**src/rtl/clock_pkg.sv**
```systemverilog
// Shared definitions for the clock frequency monitor and its helpers:
// the lock FSM encoding and the nominal clock rates the defaults derive from.
package clock_pkg;

  // Lock detector states
  typedef enum logic [1:0] {
    ST_UNLOCKED = 2'd0,
    ST_ACQUIRE  = 2'd1,
    ST_LOCKED   = 2'd2
  } lock_state_e;

  // Nominal reference and monitored clock rates in Hz
  localparam int REF_CLK_HZ = 50_000_000;
  localparam int MON_CLK_HZ = 12_288_000;

  // A 1 ms gate window at the reference rate, and the edges expected in it
  localparam int NOM_GATE_CYCLES = REF_CLK_HZ / 1000;
  localparam int NOM_EXP_COUNT   = MON_CLK_HZ / (REF_CLK_HZ / NOM_GATE_CYCLES);

endpackage

```
**src/rtl/clock_edge_sync.sv**
```systemverilog
// Brings an asynchronous level into the clk domain through two flops, then
// a third delay flop, and flags a rising edge as a single-cycle pulse.
module clock_edge_sync (
  input  logic clk,
  input  logic rst,
  input  logic async_i,
  output logic rise_o
);

  logic s1_q, s2_q, s3_q;

  // Synchronizer chain plus delay flop used for edge detection
  always_ff @(posedge clk or posedge rst) begin
    if (rst) begin
      s1_q <= 1'b0;
      s2_q <= 1'b0;
      s3_q <= 1'b0;
    end else begin
      s1_q <= async_i;
      s2_q <= s1_q;
      s3_q <= s2_q;
    end
  end

  assign rise_o = s2_q & ~s3_q;

endmodule

```
**src/rtl/clock_freq_monitor.sv**
```systemverilog
// Counts monitored-clock rising edges over a fixed window of reference
// cycles, reports the count with range/stuck flags and tracks lock status.
module clock_freq_monitor
  import clock_pkg::*;
#(
  parameter int GATE_CYCLES  = NOM_GATE_CYCLES,
  parameter int EXP_COUNT    = NOM_EXP_COUNT,
  parameter int TOL          = 64,
  parameter int LOCK_WINDOWS = 4,
  parameter int CNT_W        = 16
) (
  input  logic             refclk,
  input  logic             rst,
  input  logic             mon_clk,
  input  logic             enable,
  output logic [CNT_W-1:0] count,
  output logic             count_valid,
  output logic             in_range,
  output logic             locked,
  output logic             lock_lost,
  output logic             stuck
);

  localparam int GATE_W = $clog2(GATE_CYCLES);
  localparam int GOOD_W = $clog2(LOCK_WINDOWS + 1);
  localparam logic [GATE_W-1:0] GATE_LAST   = GATE_W'(GATE_CYCLES - 1);
  localparam logic [CNT_W-1:0]  CNT_MAX     = '1;
  localparam logic [GOOD_W-1:0] GOOD_TARGET = GOOD_W'(LOCK_WINDOWS);

  logic              edgePulse;
  logic              terminal;
  logic              windowGood;
  logic [CNT_W-1:0]  edgeSum;
  int                windowDiff;
  int                windowAbs;
  logic [GOOD_W-1:0] goodInc;

  logic [GATE_W-1:0] gate_q, gate_d;
  logic [CNT_W-1:0]  edge_q, edge_d;
  logic [CNT_W-1:0]  count_q, count_d;
  logic              valid_q, valid_d;
  logic              inRange_q, inRange_d;
  logic              stuck_q, stuck_d;
  lock_state_e       state_q, state_d;
  logic [GOOD_W-1:0] good_q, good_d;
  logic              locked_q, locked_d;
  logic              lost_q, lost_d;

  clock_edge_sync u_edge_sync (
    .clk     (refclk),
    .rst     (rst),
    .async_i (mon_clk),
    .rise_o  (edgePulse)
  );

  // Gate/edge counting and the per-window result latched at window close
  always_comb begin
    terminal   = enable && (gate_q == GATE_LAST);
    edgeSum    = (edgePulse && (edge_q != CNT_MAX)) ? edge_q + 1'b1 : edge_q;
    windowDiff = int'(edgeSum) - EXP_COUNT;
    windowAbs  = (windowDiff < 0) ? -windowDiff : windowDiff;
    windowGood = (windowAbs <= TOL);
    gate_d     = gate_q;
    edge_d     = edge_q;
    count_d    = count_q;
    valid_d    = 1'b0;
    inRange_d  = inRange_q;
    stuck_d    = stuck_q;
    if (!enable) begin
      gate_d = '0;
      edge_d = '0;
    end else if (terminal) begin
      gate_d    = '0;
      edge_d    = '0;
      count_d   = edgeSum;
      valid_d   = 1'b1;
      inRange_d = windowGood;
      stuck_d   = (edgeSum == '0);
    end else begin
      gate_d = gate_q + 1'b1;
      edge_d = edgeSum;
    end
  end

  // Lock FSM next state; only a window close or enable low moves it
  always_comb begin
    goodInc = good_q + 1'b1;
    state_d = state_q;
    good_d  = good_q;
    lost_d  = 1'b0;
    if (!enable) begin
      state_d = ST_UNLOCKED;
      good_d  = '0;
    end else if (terminal) begin
      unique case (state_q)
        ST_UNLOCKED: begin
          if (windowGood) begin
            if (LOCK_WINDOWS == 1) begin
              state_d = ST_LOCKED;
              good_d  = '0;
            end else begin
              state_d = ST_ACQUIRE;
              good_d  = GOOD_W'(1);
            end
          end
        end
        ST_ACQUIRE: begin
          if (!windowGood) begin
            state_d = ST_UNLOCKED;
            good_d  = '0;
          end else if (goodInc == GOOD_TARGET) begin
            state_d = ST_LOCKED;
            good_d  = '0;
          end else begin
            good_d = goodInc;
          end
        end
        ST_LOCKED: begin
          if (!windowGood) begin
            state_d = ST_UNLOCKED;
            good_d  = '0;
            lost_d  = 1'b1;
          end
        end
        default: begin
          state_d = ST_UNLOCKED;
          good_d  = '0;
        end
      endcase
    end
    locked_d = (state_d == ST_LOCKED);
  end

  // All state and registered outputs
  always_ff @(posedge refclk or posedge rst) begin
    if (rst) begin
      gate_q    <= '0;
      edge_q    <= '0;
      count_q   <= '0;
      valid_q   <= 1'b0;
      inRange_q <= 1'b0;
      stuck_q   <= 1'b0;
      state_q   <= ST_UNLOCKED;
      good_q    <= '0;
      locked_q  <= 1'b0;
      lost_q    <= 1'b0;
    end else begin
      gate_q    <= gate_d;
      edge_q    <= edge_d;
      count_q   <= count_d;
      valid_q   <= valid_d;
      inRange_q <= inRange_d;
      stuck_q   <= stuck_d;
      state_q   <= state_d;
      good_q    <= good_d;
      locked_q  <= locked_d;
      lost_q    <= lost_d;
    end
  end

  assign count       = count_q;
  assign count_valid = valid_q;
  assign in_range    = inRange_q;
  assign locked      = locked_q;
  assign lock_lost   = lost_q;
  assign stuck       = stuck_q;

endmodule

```
**config.mk**
```make
export PLATFORM = sky130hd
export DESIGN_NAME = clock_freq_monitor
export DESIGN_NICKNAME = d
export VERILOG_FILES = /design/src/rtl/clock_pkg.sv /design/src/rtl/clock_edge_sync.sv /design/src/rtl/clock_freq_monitor.sv
export SDC_FILE = /design/constraint.sdc
export NUM_CORES = 1
export LEC_CHECK = 0
export CORE_ASPECT_RATIO = 1.5
export CORE_MARGIN = 2
export CORE_UTILIZATION = 56
export DETAILED_ROUTE_END_ITERATION = 10
export PLACE_DENSITY_LB_ADDON = 0.3
export SYNTH_ARGS = -nofsm -noshare
export SYNTH_HDL_FRONTEND = slang
export SYNTH_SLANG_ARGS = --single-unit
```
**constraint.sdc**
```tcl
create_clock -name refclk -period 11.19 [get_ports refclk]
set_clock_uncertainty 0.1 [all_clocks]
set_input_delay 1.6785 -clock refclk [delete_from_list [all_inputs] [get_ports refclk]]
set_output_delay 1.6785 -clock refclk [all_outputs]
set_load 0.02 [all_outputs]
```
==> results of run 1 <==
## kinds of logic (layout without fill, tap and decap cells)
group,count (synthesis),after routing
XOR/XNOR,28,28
AND/OR/NAND/NOR,164,164
buffers and inverters,33,53
adder cells (fa/ha/maj),5,5
flip-flops,61,61
multiplexers,6,6
AO/OA/AOI/OAI,75,75
## final timing paths
path / depth (start not counted) / startpoint / slack (ns) / end
setup / recovery: 12 / u_edge_sync.s2_q / 7.07 / good_q[1]
hold / removal: 0 / u_edge_sync.s1_q / 0.28 / u_edge_sync.s2_q
setup reg to reg: 12 / u_edge_sync.s2_q / 7.07 / good_q[1]
hold reg to reg: 0 / u_edge_sync.s1_q / 0.28 / u_edge_sync.s2_q
max in group asynchronous: 3 / rst / 8.75 / count[10]
min in group asynchronous: 3 / rst / 1.76 / gate_q[3]
## cell usage in the layout (no fill, tap or decap), types with 5 or more instances in the layout
cell type and count:
a211oi_1 7, and3_1 6, clkbuf_8 9, clkdlybuf4s50_1 24, dfrtp_1 61, ha_1 5
inv_1 11, mux2i_1 5, nand2_1 42, nand3_1 17, nand4_1 6, nor2_1 40
nor3_1 11, nor4_1 5, o21ai_0 25, or3_1 5, xnor2_1 13, xor2_1 14
## layout make-up
cell class | count | share of cell area, %
clock buffers | 9 | 3.11
clock inverters | 7 | 2.08
inverters | 12 | 1.13
multi-input cells | 278 | 46.7
flip-flops and latches | 61 | 38.4
well taps | 74 | 2.33
repair buffers | 25 | 6.23
## worst register-to-register path, cell delays in order, from the launching register on
cell and delay [ns]:
dfrtp_1 0.38, nor2b_1 0.69, nand3_4 0.28, nor3_2 0.25, xnor2_1 0.32, inv_1 0.14, ha_1 0.23, o211a_1 0.13
a211o_1 0.29, or4_4 0.53, o31a_1 0.27, o311ai_1 0.28, o31ai_1 0.11
## cell usage after synthesis (3+ instances only)
cell type | number | share of area (%)
dfrtp_1 | 61 | 43
nand2_1 | 42 | 4.4
nor2_1 | 40 | 4.2
o21ai_0 | 25 | 3.5
nand3_1 | 17 | 2.4
xor2_1 | 14 | 3.5
xnor2_1 | 13 | 3.2
inv_1 | 12 | 1.3
nor3_1 | 11 | 1.5
clkbuf_1 | 9 | 0.95
a211oi_1 | 7 | 1.5
and3_1 | 6 | 1.1
nand4_1 | 6 | 1.1
buf_2 | 5 | 0.70
ha_1 | 5 | 1.8
mux2i_1 | 5 | 1.4
nor4_1 | 5 | 0.88
or3_1 | 5 | 0.88
buf_4 | 4 | 0.85
a211o_1 | 3 | 0.74
and2_1 | 3 | 0.53
buf_6 | 3 | 0.95
nand2b_1 | 3 | 0.53
nand3_4 | 3 | 1.5
nor4_4 | 3 | 1.8
o211a_1 | 3 | 0.85
o311ai_1 | 3 | 0.74
o31ai_1 | 3 | 0.63
## per-layer routing
metal | vias up | share of wire (%) | GRT usage [%]
met5 | - | 0 | 0
met4 | 0 | 2.7 | 11.9
met3 | 18 | 3.8 | 4.78
met2 | 79 | 52 | 42.3
met1 | 1430 | 41 | 28.9
li1 | 1374 | - | -
## report_power, final
group	total [W]	internal, W	switching, W
clock	0.000204	0.000106	0.0000983
sequential	0.000225	0.000222	0.00000220
combinational	0.0000243	0.00000901	0.0000152
## sequential cells by signal, indices dropped and copies added (netlist names)
signal and flops:
count 16, u_edge_sync.s1_q 1, good_q 3, gate_q 16
stuck 1, locked 1, state_q 2, u_edge_sync.s3_q 1
edge_q 16, lock_lost 1, u_edge_sync.s2_q 1, in_range 1
count_valid 1
## stage by stage
stage	setup WS, ns	total power [W]	utilization (%)	hold slack, ns
after detailed placement	7.14	0.000253	61.5	0.265
after floorplan	7.66	0.000247	-	0.231
final	7.07	0.000453	64.9	0.278
after CTS	7.10	0.000455	64.9	0.284
after global placement	7.28	0.000252	61.5	0.257
after global routing	6.74	0.000468	64.9	0.285
==> results.sh, run 1 <==
export IMPL_synth_area_mm2=0.00355
export IMPL_ios=25
export IMPL_yosysSeqAreaShare_pct=43.0
export IMPL_path_buf_inv=1
export IMPL_postSynth_asyncResetShare_pct=100
export IMPL_crit_arrival_ns=4.25
export IMPL_viasPerCell=6.23
export IMPL_worst_path_max_delay_cell="nor2b_1"
export IMPL_drive_gt1_share_pct=9.18
export IMPL_worstMarginPinSlew_ns=1.07
export IMPL_drc=0
export IMPL_place_congestion=0.902
export IMPL_n_antenna_cell=0
export IMPL_fillCellCount=505
export IMPL_antenna_left=0
export IMPL_synth_warnings=0
export IMPL_initial_utilization_pct=58.0
export IMPL_synth_top_family_by_area="simple AND/OR/NAND/NOR gates"
export IMPL_cts_setup_buffers=0
export IMPL_placed_cells_incl_taps=450
export IMPL_hp_class="reg -> reg"
export IMPL_cts_buffers=9
export IMPL_layout_cells_non_filler=466
export IMPL_maxCapViolCount=0
export IMPL_fin_area_mm2=0.00398
export IMPL_place_area_mm2=0.00377
export IMPL_start_kind="flip-flop"
export IMPL_cts_num_sinks=61
export IMPL_die_area_mm2=0.00701
export IMPL_worstSetupPathType="reg -> reg"
export IMPL_cts_root_buf="clkbuf_8"
export IMPL_synth_edf_count=0
export IMPL_clock_fmax_ghz=0.242
export IMPL_drtIter0Drc=159
export IMPL_cts_hold_buf=0
export IMPL_ys_types=67
export IMPL_cts_tree="yes"
export IMPL_grt_remaining_overflow=0
export IMPL_crit_chain="nor2b_1 -> nand3_4 -> nor3_2 -> xnor2_1 -> inv_1 -> ha_1 -> o211a_1 -> a211o_1 -> or4_4 -> o31a_1 -> o311ai_1 -> o31ai_1"
export IMPL_antenna_found_initial=0
export IMPL_synthMuxAreaShare_pct=1.73
export IMPL_io_buffer_count=24
export IMPL_multiInputGateArea_mm2=0.00186
export IMPL_clk_pin_slew_ns=0.08
export IMPL_critPathRequiredTime_ns=11.31
export IMPL_irDropWorstVdd_mv=0.0902
export IMPL_critical_path_top_delay_family="simple AND/OR/NAND/NOR gates"
export IMPL_rsz0062_at_grt="no"
export IMPL_synth_adder_area_share_pct=1.76
export IMPL_track_usage_pct=24.3
export IMPL_syn_nets=381
export IMPL_outcome="finished clean"
export IMPL_synth_cells=372
export IMPL_cts_buffer_depth=2
export IMPL_dieHeight_um=102
export IMPL_wl_per_cell_um=17.2
export IMPL_htreeDepth=3
export IMPL_synth_xor_area_share_pct=7.43
export IMPL_wl_um=8040
export IMPL_p_leak_nw=1.72
export IMPL_rows=35
export IMPL_synth_compound_area_share_pct=15.6
export IMPL_cts_resized_gates=0
export IMPL_clk_insertion_delay_late_ns=0.35
export IMPL_grt_pass1_wl_um=13500
export IMPL_setup_viol=0
export IMPL_timing_setup_tns_ns=0
export IMPL_ys_seq_elements=61
export IMPL_firstDrtPassIters=6
export IMPL_period_needed_ns=4.12
export IMPL_synth_simple_gate_area_share_pct=25.8
export IMPL_setup_worst_path_end_class="flip-flop"
export IMPL_grt_max_degree=62
export IMPL_yosys_most_used_dff="dfrtp_1"
export IMPL_final_seq_area_mm2=0.00153
export IMPL_die_x_um=69.0
export IMPL_syn_avg_cell_area_um2=9.55
export IMPL_worstPathMaxFanout=10
export IMPL_finalCritPeriodShare_pct=36.9
export IMPL_hpwl_um=5680
export IMPL_finalHoldViolCount=0
export IMPL_critPathMaxStageDelay_ns=0.69
export IMPL_maxSlewViolCount=0
export IMPL_area_delta_synth_final_pct=11.9
export IMPL_coreArea_mm2=0.00613
export IMPL_grt_pass1_vias=2837
export IMPL_slew_headroom_pct=28.6
export IMPL_via_count=2901
export IMPL_nNetsFinal=396
export IMPL_powerDensity_mw_per_mm2=114
Power figures use the tool's default switching activity.
==> inputs of run 2 (changes only) <==
clock period = 3.8 ns   (was 11.19 ns; I/O delays follow)
==> run 2 against run 1 <==
Compared with the run above: utilization increased by 2.9 points; total power increased to 2.8 times the previous value; hold slack got worse by 0.019 ns; sequential share of layout area decreased by 1.6 points; via count decreased by 0.52%; non-clock buffer count increased by 19; critical path type unchanged.
==> results.sh, run 2 (synthesis results as in run 1) <==
export IMPL_place_congestion=0.944
export IMPL_die_x_um=69.0
export IMPL_firstDrtPassIters=5
export IMPL_p_leak_nw=1.80
export IMPL_clock_fmax_ghz=0.277
export IMPL_setup_viol=0
export IMPL_track_usage_pct=24.1
export IMPL_drive_gt1_share_pct=15.8
export IMPL_finalHoldViolCount=0
export IMPL_fillCellCount=500
export IMPL_powerDensity_mw_per_mm2=307
export IMPL_crit_arrival_ns=3.74
export IMPL_antenna_found_initial=0
export IMPL_dp_slack_ns=-0.0171
export IMPL_finalCritPeriodShare_pct=95.1
export IMPL_maxSlewViolCount=0
export IMPL_worstPathMaxFanout=7
export IMPL_area_delta_synth_final_pct=16.9
export IMPL_fin_ws_ns=0.186
export IMPL_wl_um=8060
export IMPL_start_kind="flip-flop"
export IMPL_cts_num_sinks=61
export IMPL_ios=25
export IMPL_cts_buffer_depth=2
export IMPL_n_antenna_cell=0
export IMPL_nNetsFinal=415
export IMPL_coreArea_mm2=0.00613
export IMPL_slew_headroom_pct=59.1
export IMPL_critPathRequiredTime_ns=3.93
export IMPL_worst_hold_slack_ns=0.259
export IMPL_cts_tree="yes"
export IMPL_drtIter0Drc=175
export IMPL_worstRegToRegCells=12
export IMPL_worstMarginPinSlew_ns=0.597
export IMPL_grt_remaining_overflow=0
export IMPL_place_area_mm2=0.00388
export IMPL_wl_per_cell_um=16.6
export IMPL_clk_pin_slew_ns=0.08
export IMPL_drc=0
export IMPL_final_cell_mix="dfrtp_1 (59), nand2_1 (42), nor2_1 (39)"
export IMPL_irDropWorstVdd_mv=0.290
export IMPL_antenna_left=0
export IMPL_period_needed_ns=3.61
export IMPL_whs_path_depth=0
export IMPL_rows=35
export IMPL_maxCapViolCount=0
export IMPL_grt_max_degree=40
export IMPL_htreeDepth=3
export IMPL_io_buffer_count=24
export IMPL_die_area_mm2=0.00701
export IMPL_grt_pass1_wl_um=13300
export IMPL_initial_utilization_pct=58.0
export IMPL_cts_root_buf="clkbuf_8"
export IMPL_dieHeight_um=102
export IMPL_layout_commonest_cell="dfrtp_1"
export IMPL_hp_class="reg -> reg"
export IMPL_setup_worst_path_end_class="flip-flop"
export IMPL_clk_insertion_delay_late_ns=0.35
export IMPL_viasPerCell=5.95
export IMPL_hpwl_um=5690
export IMPL_fin_area_mm2=0.00415
export IMPL_grt_pass1_vias=2875
export IMPL_cts_buffers=9
export IMPL_outcome="finished clean"
export IMPL_worstSetupPathType="reg -> reg"
export IMPL_via_count=2886
-- run 2: changes by cell type in the layout (fill, tap and decap cells not counted), sizes merged --
cell,before,now
buf,1,20
bufinv,1,0
clkinvlp,2,3
-- run 2: repair_timing --
action,in CTS,in global routing
resized for setup,2,11
setup endpoints to repair,2,6
hold buffers,0,0
buffers inserted,0,5
pin swaps,1,5
-- run 2: stage by stage --
step           power [W]  setup TNS [ns]  instances  utilization [%]
3_5_place_dp    0.000747         -0.0171        464             63.2
3_3_place_gp    0.000745               0        464             63.2
2_1_floorplan   0.000727               0        372                -
6_report         0.00127               0        485             67.7
4_1_cts          0.00129               0        480             66.4
5_1_grt          0.00133         -0.0513        485             67.7
-- run 2: layout make-up --
type | instances | area, um2 | area share, %
clock buffer | 9 | 124 | 2.98
clock inverter | 7 | 57.6 | 1.39
inverter | 12 | 45.0 | 1.08
multi-input combinational | 278 | 1910 | 46.1
sequential | 61 | 1530 | 36.8
tap | 74 | 92.6 | 2.23
timing repair buffer | 44 | 390 | 9.40
-- run 2: path summary, 6_finish.rpt --
path                            slack (ns)          endpoint        startpoint
worst max-delay path                  0.19         good_q[1]         edge_q[0]
worst min-delay path                  0.26  u_edge_sync.s2_q  u_edge_sync.s1_q
worst max register to register        0.19         good_q[1]         edge_q[0]
worst min register to register        0.26  u_edge_sync.s2_q  u_edge_sync.s1_q
max in group asynchronous             2.27         edge_q[2]               rst
min in group asynchronous             0.45         count[11]               rst
-- run 2: report_power, final --
| group | switching (W) | internal (W) | leakage, nW |
|---|---|---|---|
| combinational | 0.0000464 | 0.0000319 | 0.876 |
| clock | 0.000290 | 0.000244 | 0.0829 |
| sequential | 0.00000651 | 0.000655 | 0.839 |
| total | 0.000343 | 0.000931 | 1.80 |
-- run 2: metal layers --
metal	track usage [%]	vias up	part of all wire (%)
met5	0	-	0
met4	11.3	0	3.4
li1	-	1417	-
met1	28.8	1383	41
met2	41.9	63	52
met3	4.98	23	3.3
-- run 2: critical path, stage by stage (launching register included) --
cell and delay, ns:
dfrtp_2 0.46, ha_2 0.30, nand4bb_1 0.20, nor4_1 0.20, or3_1 0.23, nand4_1 0.11, buf_4 0.18, nor4_4 0.38
a211oi_1 0.13, or4_4 0.56, o31a_1 0.27, o311ai_1 0.27, o31ai_1 0.11
==> inputs of run 3 (changes only) <==
MAX_ROUTING_LAYER = met4   (was unset)
==> run 3 against run 2 <==
Compared with the run above: sequential power is essentially flat; critical path depth is the same; first-iteration DRC count grew 59%; clock power grew 8.2%; wire length grew 4.1%; sequential cell count is the same; largest cell class unchanged; cell area grew 2.5%; combinational power grew 8.3%; total power grew 3.9%; setup slack lost 0.048 ns; sequential share of layout area shrank 0.90 points.
==> results.sh, run 3 (synthesis results as in run 1) <==
export IMPL_outcome="finished clean"
export IMPL_grt_pass1_wl_um=13700
export IMPL_maxCapViolCount=0
export IMPL_wl_per_cell_um=16.9
export IMPL_critPathMaxStageDelay_ns=0.45
export IMPL_drtIter0Drc=278
export IMPL_cts_tree="yes"
export IMPL_coreArea_mm2=0.00613
export IMPL_dp_slack_ns=-0.0241
export IMPL_hp_class="reg -> reg"
export IMPL_worstPathMaxFanout=5
export IMPL_viasPerCell=6.05
export IMPL_crit_chain="buf_4 -> and4_2 -> nand3_4 -> buf_4 -> nor4_1 -> xnor2_1 -> a21boi_0 -> o32ai_1 -> or4_4 -> o31a_1 -> o311ai_1 -> o31ai_1"
export IMPL_grt_pass1_vias=2883
export IMPL_layout_commonest_cell="dfrtp_1"
export IMPL_area_delta_synth_final_pct=19.8
export IMPL_period_needed_ns=3.66
export IMPL_cts_root_buf="clkbuf_8"
export IMPL_grt_max_degree=40
export IMPL_crit_arrival_ns=3.77
export IMPL_fin_ws_ns=0.138
export IMPL_via_count=2996
export IMPL_firstDrtPassIters=4
export IMPL_finalCritPeriodShare_pct=96.4
export IMPL_whs_path_depth=0
export IMPL_setup_viol=0
export IMPL_maxSlewViolCount=0
export IMPL_n_antenna_cell=0
export IMPL_cts_num_sinks=61
export IMPL_drive_gt1_share_pct=18.3
export IMPL_nNetsFinal=425
export IMPL_drc=0
export IMPL_track_usage_pct=25.5
export IMPL_slew_headroom_pct=58.5
export IMPL_die_x_um=69.0
export IMPL_powerDensity_mw_per_mm2=311
export IMPL_ios=25
export IMPL_setup_worst_path_end_class="flip-flop"
export IMPL_start_kind="flip-flop"
export IMPL_clk_pin_slew_ns=0.08
export IMPL_grt_remaining_overflow=0
export IMPL_p_leak_nw=1.85
export IMPL_clock_fmax_ghz=0.273
export IMPL_worstRegToRegCells=12
export IMPL_rows=35
export IMPL_worstSetupPathType="reg -> reg"
export IMPL_antenna_left=0
export IMPL_final_cell_mix="dfrtp_1 (59), nand2_1 (42), nor2_1 (39)"
export IMPL_cts_buffer_depth=2
export IMPL_cts_buffers=9
export IMPL_worstMarginPinSlew_ns=0.606
export IMPL_clk_insertion_delay_late_ns=0.34
export IMPL_irDropWorstVdd_mv=0.366
export IMPL_critPathRequiredTime_ns=3.91
export IMPL_io_buffer_count=24
export IMPL_fin_area_mm2=0.00426
export IMPL_final_core_util_pct=69.4
export IMPL_place_congestion=0.966
export IMPL_place_area_mm2=0.00389
export IMPL_initial_utilization_pct=58.0
export IMPL_hpwl_um=5810
export IMPL_crit_top_cell="buf_4"
export IMPL_finalHoldViolCount=0
export IMPL_dieHeight_um=102
export IMPL_htreeDepth=3
export IMPL_worst_path_max_delay_cell="or4_4"
export IMPL_antenna_found_initial=0
export IMPL_wl_um=8390
export IMPL_die_area_mm2=0.00701
run 3: cell types whose count changed in the layout (fill, tap and decap cells not counted), moves of 2 or more:
cell	before	now
inv_6	3	1
buf_4	20	29
clkinv_2	0	3
clkinvlp_4	3	1
run 3: metal layers:
layer / track usage [%] / vias up / wire length (um)
li1: - / 1430 / -
met1: 30.4 / 1455 / 3480
met2: 41.9 / 89 / 4360
met3: 4.68 / 22 / 353
met4: 11.8 / 0 / 194
met5: - / - / 0
run 3: metrics by stage:
stage,cells,power [W],setup TNS (ns),hold WS [ns]
2_1_floorplan,372,0.000727,0,0.231
4_1_cts,484,0.00133,0,0.261
3_3_place_gp,466,0.000746,-0.000674,0.235
5_1_grt,495,0.00138,-0.161,0.270
3_5_place_dp,466,0.000749,-0.0351,0.243
6_report,495,0.00132,0,0.258
run 3: final timing paths:
| path | slack (ns) | from | end |
|---|---|---|---|
| hold / removal | 0.26 | u_edge_sync.s1_q | u_edge_sync.s2_q |
| hold reg to reg | 0.26 | u_edge_sync.s1_q | u_edge_sync.s2_q |
| max in group asynchronous | 2.25 | rst | edge_q[2] |
| min in group asynchronous | 0.48 | rst | edge_q[10] |
| setup reg to reg | 0.14 | edge_q[0] | good_q[1] |
| setup / recovery | 0.14 | edge_q[0] | good_q[1] |
run 3: layout make-up:
| class | instances | area (um2) |
|---|---|---|
| Clock buffer | 10 | 138 |
| Multi-Input combinational cell | 279 | 1930 |
| Inverter | 12 | 45.0 |
| Clock inverter | 6 | 61.3 |
| Sequential cell | 61 | 1530 |
| Timing Repair Buffer | 53 | 458 |
| Fill cell | 482 | 1870 |
| Tap cell | 74 | 92.6 |
run 3: report_power, final:
| part | internal (W) | total, W | switching (W) | leakage (nW) |
|---|---|---|---|---|
| logic | 0.0000354 | 0.0000848 | 0.0000493 | 0.911 |
| registers | 0.000656 | 0.000662 | 0.00000615 | 0.839 |
| clock network | 0.000319 | 0.000578 | 0.000258 | 0.102 |
run 3: critical path: cells and delay by family, from the launching register on:
| kind | cells | cell delay (ns) |
|---|---|---|
| and+or+nand+nor | 4 | 1.24 |
| AOI/OAI and AO/OA | 5 | 1.17 |
| DFF | 1 | 0.42 |
| buffers and inverters | 2 | 0.34 |
| xor gates and xnor gates | 1 | 0.25 |
run 3: what timing repair did:
action,CTS,global route
pin swaps,1,6
cloned,0,1
hold buffers,0,0
setup buffers,2,10
resized for setup,2,13
endpoints found under the setup margin,3,6
